--- src/rtl/mux4_rr_arbiter.sv ---
// Round-robin arbiter for four sources sharing a 4:1 mux. Grants are held until done,
// request drop, or the MAX_HOLD cycle limit, and then passed on with no idle gap.
module mux4_rr_arbiter #(
    parameter int unsigned MAX_HOLD = 8
) (
    input  logic       clk,
    input  logic       rst,
    input  logic [3:0] req,
    input  logic       done,
    output logic [3:0] gnt,
    output logic [1:0] sel,
    output logic       busy,
    output logic       timeout
);

    localparam int unsigned HoldW = $clog2(MAX_HOLD + 1);
    localparam logic [HoldW-1:0] HoldMax = HoldW'(MAX_HOLD);

    typedef enum logic {StIdle, StGrant} state_e;

    state_e           state_q, state_d;
    logic [3:0]       gnt_q, gnt_d;
    logic [1:0]       sel_q, sel_d;
    logic             busy_q, busy_d;
    logic             timeout_q, timeout_d;
    logic [1:0]       ptr_q, ptr_d;
    logic [HoldW-1:0] hold_q, hold_d;

    logic       owner_req;
    logic       at_limit;
    logic       release_now;
    logic [1:0] next_ptr;
    logic [1:0] arb_base;
    logic [1:0] win;

    // Scan from the highest offset down so the closest requester to start wins.
    function automatic logic [1:0] rr_pick(input logic [1:0] start, input logic [3:0] r);
        logic [1:0] idx;
        rr_pick = start;
        for (int i = 3; i >= 0; i--) begin
            idx = start + 2'(i);
            if (r[idx]) rr_pick = idx;
        end
    endfunction

    assign owner_req   = req[sel_q];
    assign at_limit    = (hold_q == HoldMax);
    assign release_now = done | ~owner_req | at_limit;
    assign next_ptr    = sel_q + 2'd1;
    // On release the pointer update and the re-arbitration happen on the same edge.
    assign arb_base    = (state_q == StGrant) ? next_ptr : ptr_q;
    assign win         = rr_pick(arb_base, req);

    always_comb begin
        state_d   = state_q;
        gnt_d     = gnt_q;
        sel_d     = sel_q;
        busy_d    = busy_q;
        timeout_d = 1'b0;
        ptr_d     = ptr_q;
        hold_d    = hold_q;
        case (state_q)
            StIdle: begin
                if (|req) begin
                    state_d = StGrant;
                    gnt_d   = 4'b0001 << win;
                    sel_d   = win;
                    busy_d  = 1'b1;
                    hold_d  = HoldW'(1);
                end
            end
            StGrant: begin
                if (release_now) begin
                    ptr_d     = next_ptr;
                    timeout_d = at_limit & ~done & owner_req;
                    if (|req) begin
                        gnt_d  = 4'b0001 << win;
                        sel_d  = win;
                        busy_d = 1'b1;
                        hold_d = HoldW'(1);
                    end else begin
                        state_d = StIdle;
                        gnt_d   = 4'b0000;
                        busy_d  = 1'b0;
                        hold_d  = '0;
                    end
                end else begin
                    hold_d = hold_q + 1'b1;
                end
            end
            default: state_d = StIdle;
        endcase
    end

    always_ff @(posedge clk or posedge rst) begin
        if (rst) begin
            state_q   <= StIdle;
            gnt_q     <= 4'b0000;
            sel_q     <= 2'b00;
            busy_q    <= 1'b0;
            timeout_q <= 1'b0;
            ptr_q     <= 2'b00;
            hold_q    <= '0;
        end else begin
            state_q   <= state_d;
            gnt_q     <= gnt_d;
            sel_q     <= sel_d;
            busy_q    <= busy_d;
            timeout_q <= timeout_d;
            ptr_q     <= ptr_d;
            hold_q    <= hold_d;
        end
    end

    assign gnt     = gnt_q;
    assign sel     = sel_q;
    assign busy    = busy_q;
    assign timeout = timeout_q;

endmodule

--- config.mk ---
export PLATFORM = sky130hd
export DESIGN_NAME = mux4_rr_arbiter
export DESIGN_NICKNAME = d
export VERILOG_FILES = /design/src/rtl/mux4_rr_arbiter.sv
export SDC_FILE = /design/constraint.sdc
export NUM_CORES = 1
export LEC_CHECK = 0
export ABC_AREA = 1
export BUFFER_PORTS_ARGS = -buffer_cell sky130_fd_sc_hd__clkbuf_2
export CAP_MARGIN = 20
export CORE_MARGIN = 2
export CORE_UTILIZATION = 25
export CTS_BUF_LIST = sky130_fd_sc_hd__clkbuf_8 sky130_fd_sc_hd__clkbuf_16
export CTS_CLUSTER_SIZE = 12
export DETAILED_ROUTE_END_ITERATION = 10
export GPL_TIMING_DRIVEN = 0
export PLACE_DENSITY = 0.4
export SLEW_MARGIN = 20
export SYNTH_ARGS = -nofsm -noshare
export SYNTH_HDL_FRONTEND = slang
export SYNTH_SLANG_ARGS = --single-unit
--- constraint.sdc ---
create_clock -name clk -period 1.72 [get_ports clk]
set_input_delay 0.172 -clock clk [delete_from_list [all_inputs] [get_ports clk]]
set_output_delay 0.172 -clock clk [all_outputs]
set_load 0.01 [all_outputs]
==> results of run 1 <==
-- registers in the layout, indices dropped and copies added, names as in the netlist --
signal and cells:
gnt 4, sel 2, ptr_q 2, state_q 1, hold_q 4, busy 1, timeout 1
-- placed cells by master, fill, tap and decap left out, types with 2 or more instances in the layout --
cell type	Yosys	routed
nand2_1	58	41
nand3_1	13	7
nand2_8	0	2
inv_1	18	18
a21oi_2	0	2
nand2_2	6	18
clkbuf_8	0	3
dfrtp_2	0	2
a21oi_1	5	3
nand2_4	5	8
buf_4	0	14
dfrtp_1	15	13
nand3_2	2	6
o21ai_0	7	5
nand3_4	1	3
o22ai_1	2	2
buf_6	1	2
ha_1	2	2
o21ai_1	1	3
clkbuf_2	0	14
-- power by group --
part           internal (mW)  switching, mW
combinational          0.808           1.18
sequential             0.485          0.121
clock                  0.163          0.136
-- kinds of logic after synthesis --
group / Yosys count / synth area share (%)
AND/OR/NAND/NOR: 91 / 42.1
buffers and inverters: 22 / 8.70
AO/OA/AOI/OAI: 17 / 9.99
flip-flops: 15 / 35.3
XOR/XNOR: 2 / 1.65
adder cells (fa/ha/maj): 2 / 2.35
-- how the worst min path moves through the flow --
stage | end | cells after the start | startpoint | slack (ns)
after floorplan | busy | 1 | rst | 0.07
after CTS | timeout | 3 | done | 0.20
after global placement | gnt[0] | 2 | rst | 0.25
after global routing | timeout | 3 | done | 0.21
final | timeout | 3 | done | 0.20
after detailed placement | gnt[0] | 2 | rst | 0.25
-- per-stage QoR --
step	cells	setup WS (ns)	TNS, ns
2_1_floorplan	149	0.158	0
3_3_place_gp	213	-0.0296	-0.0897
3_5_place_dp	213	-0.0495	-0.177
4_1_cts	226	-0.00295	-0.00295
5_1_grt	233	-0.131	-0.932
6_report	233	0.00224	0
-- routing by layer --
layer,track usage [%],vias to the layer above,part of all wire (%)
li1,-,541,-
met1,15.5,484,48
met2,20.0,17,47
met3,3.78,2,3.4
met4,1.53,0,1.0
met5,0,-,0
-- critical path: stages, from the launching register on --
cell and delay, ns:
dfrtp_2 0.47, inv_4 0.12, nand2_4 0.07, nand3_4 0.11
nand2_4 0.09, nand2_2 0.08, nand3_2 0.10, nand2_1 0.08
inv_1 0.04, nand2_2 0.06, nand2_1 0.06, nand2_2 0.08
nand2_2 0.06, nor2_4 0.10, nand2_1 0.06, nand2_1 0.06
-- what timing repair did --
item                                   CTS  global route
setup buffers                            8             7
endpoints found under the hold margin   15             0
resized for setup                       24            23
hold buffers                             1             0
setup endpoints to repair                7             8
pin swaps                               10            18
-- layout make-up --
| class | instances | area, um^2 | area share [%] |
|---|---|---|---|
| clock inverters | 1 | 7.51 | 0.491 |
| inverters | 21 | 88.8 | 5.81 |
| repair buffers | 30 | 196 | 12.8 |
| flip-flops and latches | 15 | 378 | 24.7 |
| plain buffers | 1 | 11.3 | 0.736 |
| clock buffers | 3 | 41.3 | 2.70 |
| well taps | 50 | 62.6 | 4.09 |
| multi-input cells | 112 | 744 | 48.7 |
==> run summary, run 1 <==
status: finished clean
fin crit share: 99.9%
Hold Violations, Final: 0
detailed placement HPWL: 1880 um
R2R setup slack: 0.002 ns
Tot Pwr: 2.89 mW
# setup viols final: 0
synthesized cell area: 1060 um^2
Power Dens Cells: 1890 nW/um^2
Critical Path AT: 1.91 ns
Port-buffer cells: 14
Critical path origin: sel[0]
drt initial violations: 24
synth-to-layout area growth: 43.7%
io pins: 15
sequential share of the synthesized area: 35.3%
clock skew: 0.00485 ns
GRT Total Usage: 12.0%
pin count of the biggest net entering global routing: 16
synth top area cells: dfrtp_1, nand2_1, inv_1
Post-synth top cells: nand2_1, inv_1, dfrtp_1
worst endpoint required time: 1.91 ns
area share of the leading cell type in the synthesized netlist: 35.3%
remaining global-route overflow: 0
clock insertion delay at the later pin of the skew report: 0.25 ns
FP Rows: 23
RD Place Congestion: 0.806
post-route cell area: 1530 um^2
Worst Max-Slew Pin Slew: 0.641 ns
first-pass GRT wire length: 4780 um
Final min period: 1.72 ns
final core occ: 37.7%
Startpoint Class: flip-flop
Max Fclk: 582 MHz
WL per Instance: 11.4 um
max_slew headroom: 56.8%
Die ar.: 4800 um^2
Mapped Nets: 158
Yosys warning count: 0
Peak supply drop: 0.000693 V
fraction of layout cells with a size suffix above 1: 44.8%
R2R Path End: gnt[2]
cell taking the most area after synthesis: dfrtp_1
CTS clk-pin slew, worst paths: 0.07 ns
clk sinks: 15
Hold Crit Class: primary input to flip-flop
leakage: 0.787 nW
DP Area: 1200 um^2
Max Cap Violations: 0
final hold slack: 0.202 ns
CTS Buf Count: 3
drt via density: 4.48
Ant. Diodes: 0
H-tree Lvls: 1
vias in the first global route: 1043
CTS tree: yes
Starting Density: 26.2%
Final Net Count: 193
r2r worst-path depth: 15
antenna violations before repair: 0
Mapped Cells: 149
Synth Flop Type: dfrtp_1
clk buf depth: 2
Synth Area per Inst: 7.15 um^2
final slew viol count: 0
DRC violations left: 0
die width: 69.3 um
core area: 4060 um^2
drt total wl: 2660 um
chip height: 69.3 um
crit path kind: flip-flop to flip-flop
CP Max Fanout: 7
critical path endpoint: gnt[2]
Synth Register Bits: 15
top-count cell post-synth: nand2_1
RSZ-0062 raised after global routing: true
Fillers: 431
reg2reg start: sel[0]
number of flops mapped to enable cells by yosys: 0
drt first pass iters: 4
FFs w/ async S/R, synth: 100%
Routed Antenna Nets: 0
post-synthesis cell type count: 26
Root Buffer: clkbuf_8
CP endpoint kind: flip-flop
via count: 1044
(Power assumes the default switching activity.)
==> run 2, diff against run 1 <==
- CORE_UTILIZATION: 25 -> 35
- PLACE_DENSITY: 0.4 -> 0.52
==> run 2 against run 1 <==
Sequential share of layout area is 0.60 points higher. Worst setup slack better by 0.021 ns. Critical endpoint unchanged. Critical path depth stayed put. Wire length is 5.6% lower. Flip-flop and latch count stayed put. Maximum frequency is 1.2% higher. Combinational power is 4% lower. Largest cell class unchanged. Utilization is 12 points higher.
==> run summary, run 2 (synthesis gave the netlist of run 1 again) <==
H-tree Lvls: 1 (unchanged)
first-pass GRT wire length: 4120 um (-14%)
switching power: 1.40 mW (-2.5%)
antenna violations before repair: 0 (unchanged)
CTS Buf Count: 3 (unchanged)
sequential share of power: 22.1% (+1.1 points)
switching share of power: 49.8% (+0.19 points)
CP delay by family, top: simple AND/OR/NAND/NOR gates
Int Pwr: 1.41 mW (-3.2%)
most common cell after layout, fill and taps aside: nand2_1
Most common cell on crit path: nand2_2
Startpoint Class: flip-flop
Starting Density: 35.8% (+9.5 points)
fraction of layout cells with a size suffix above 1: 44.7% (-0.12 points)
Power Dens Cells: 1880 nW/um^2 (-0.50%)
drt via density: 4.90 (+9.3%)
Max Fclk: 589 MHz (+1.2%)
pin count of the biggest net entering global routing: 16 (unchanged)
WP buf/inv: 2 (unchanged)
DRC violations left: 0 (unchanged)
drt initial violations: 17 (-29%)
CTS tree: yes
most frequent cells in the layout: nand2_1, inv_1, nand2_2
drt total wl: 2520 um (-5.6%)
max_slew headroom: 57.5% (+0.67 points)
clock insertion delay at the later pin of the skew report: 0.24 ns (about the same)
via count: 1038 (-0.57%)
synth-to-layout area growth: 40.3%
crit path kind: flip-flop to flip-flop
Hold Crit Class: primary input to flip-flop
GRT Total Usage: 15.4% (+3.5 points)
Final min period: 1.70 ns (-0.0210 ns)
post-route cell area: 1490 um^2 (-2.4%)
metal2 WL: 1250 um (-0.40%)
chip height: 59.2 um (-15%)
Final Net Count: 189 (-2.1%)
Root Buffer: clkbuf_8
io pins: 15 (unchanged)
Die ar.: 3500 um^2 (-27%)
# setup viols final: 0 (unchanged)
Peak supply drop: 0.000763 V (+10%)
detailed placement HPWL: 1740 um (-7.1%)
crit-path max cell delay: 0.48 ns (about the same)
Worst Max-Slew Pin Slew: 0.631 ns (-0.0100 ns)
remaining global-route overflow: 0 (unchanged)
core area: 2980 um^2 (-27%)
Max Cap Violations: 0 (unchanged)
clock skew: 0.00319 ns (-0.00166 ns)
final core occ: 50.2% (+12 points)
WL per Instance: 11.9 um (+3.8%)
die width: 59.2 um (-15%)
Ant. Diodes: 0 (unchanged)
clk sinks: 15 (unchanged)
CP endpoint kind: flip-flop
slowest CP cell: dfrtp_2
Critical Path AT: 1.88 ns (-0.03 ns)
fin crit share: 98.6% (-1.2 points)
drt first pass iters: 3 (-1)
Port-buffer cells: 14 (unchanged)
leakage: 0.770 nW (-2.2%)
CTS clk-pin slew, worst paths: 0.06 ns (about the same)
status: finished clean
final slew viol count: 0 (unchanged)
Routed Antenna Nets: 0 (unchanged)
RD Place Congestion: 0.780 (-3.2%)
Hold Violations, Final: 0 (unchanged)
Cell Chain, Critical Path: inv_4 > nand2_2 > nand3_4 > nand2_4 > nand2_2 > nand3_2 > nand2_1 > inv_1 > nand2_2 > nand2_2 > nand2_2 > nand2_2 > nor2_4 > nand2_1 > nand2_1
DP Area: 1180 um^2 (-1.8%)
Logic pwr share: 67.7% (-1.0 points)
metal3 WL: 60 um (-33%)
uppermost layer routed: met3
clock group share of total power: 10.2% (about the same)
CP Max Fanout: 7 (unchanged)
vias in the first global route: 923 (-12%)
worst endpoint required time: 1.91 ns (about the same)
wire length on met1: 1200 um (-6.6%)
RSZ-0062 raised after global routing: true
clk buf depth: 2 (unchanged)
FP Rows: 20 (-13%)
## run 2: changes by cell type in the layout (fill, tap and decap cells not counted), sizes merged
cell / delta
buf: -4
inv: -1
clkinv: +1
## run 2: worst paths after layout
| check | from | to | slack [ns] | cells past startpoint |
|---|---|---|---|---|
| worst max-delay path | sel[0] | gnt[2] | 0.02 | 15 |
| worst min-delay path | done | timeout | 0.30 | 4 |
| worst max register to register | sel[0] | gnt[2] | 0.02 | 15 |
| worst min register to register | gnt[2] | gnt[2] | 0.48 | 2 |
| max in group asynchronous | rst | sel[1] | 0.81 | 3 |
| min in group asynchronous | rst | gnt[2] | 0.51 | 3 |
## run 2: what timing repair did
item	CTS	global route
gates resized for setup	22	28
hold buffers	1	0
setup endpoints to repair	7	11
buffers inserted	8	3
hold endpoints to repair	15	0
pin swaps	7	17
## run 2: area by class of cell
| cell class | instances | area (um^2) |
|---|---|---|
| sequential | 15 | 378 |
| inverter | 21 | 93.8 |
| fill | 310 | 1480 |
| timing repair buffer | 26 | 166 |
| multi-input combinational | 112 | 751 |
| buffer | 1 | 15.0 |
| clock inverter | 1 | 7.51 |
| tap | 33 | 41.3 |
| clock buffer | 3 | 41.3 |
## run 2: power by group through the flow
stage	sequential [mW]	clock (mW)	combinational [mW]
2_1_floorplan	0.603	0	1.07
3_3_place_gp	0.592	0	1.35
3_5_place_dp	0.599	0	1.37
4_1_cts	0.606	0.304	1.61
5_1_grt	0.640	0.316	2.11
6_report	0.620	0.287	1.90
## run 2: metrics by stage
stage / setup slack, ns / hold slack, ns / std cells / power, mW / TNS [ns]
after floorplan: 0.158 / 0.0735 / 149 / 1.67 / 0
after global placement: -0.00808 / 0.238 / 196 / 1.94 / -0.00808
after detailed placement: -0.0476 / 0.248 / 196 / 1.97 / -0.126
after CTS: -0.0207 / 0.202 / 209 / 2.52 / -0.0278
after global routing: -0.123 / 0.299 / 212 / 3.07 / -0.735
final: 0.0233 / 0.297 / 212 / 2.81 / 0
## run 2: per-layer routing
metal	global-route usage, %	vias up
li1	-	535
met1	20.9	493
met2	25.4	10
met3	4.80	0
met4	0.974	0
met5	0	-
## run 2: worst reg2reg max path, delay by kind of cell, from the launching register on
| kind | cells | cell delay [ns] |
|---|---|---|
| AND/OR/NAND/NOR | 13 | 0.99 |
| flip-flops | 1 | 0.48 |
| buffers and inverters | 2 | 0.17 |
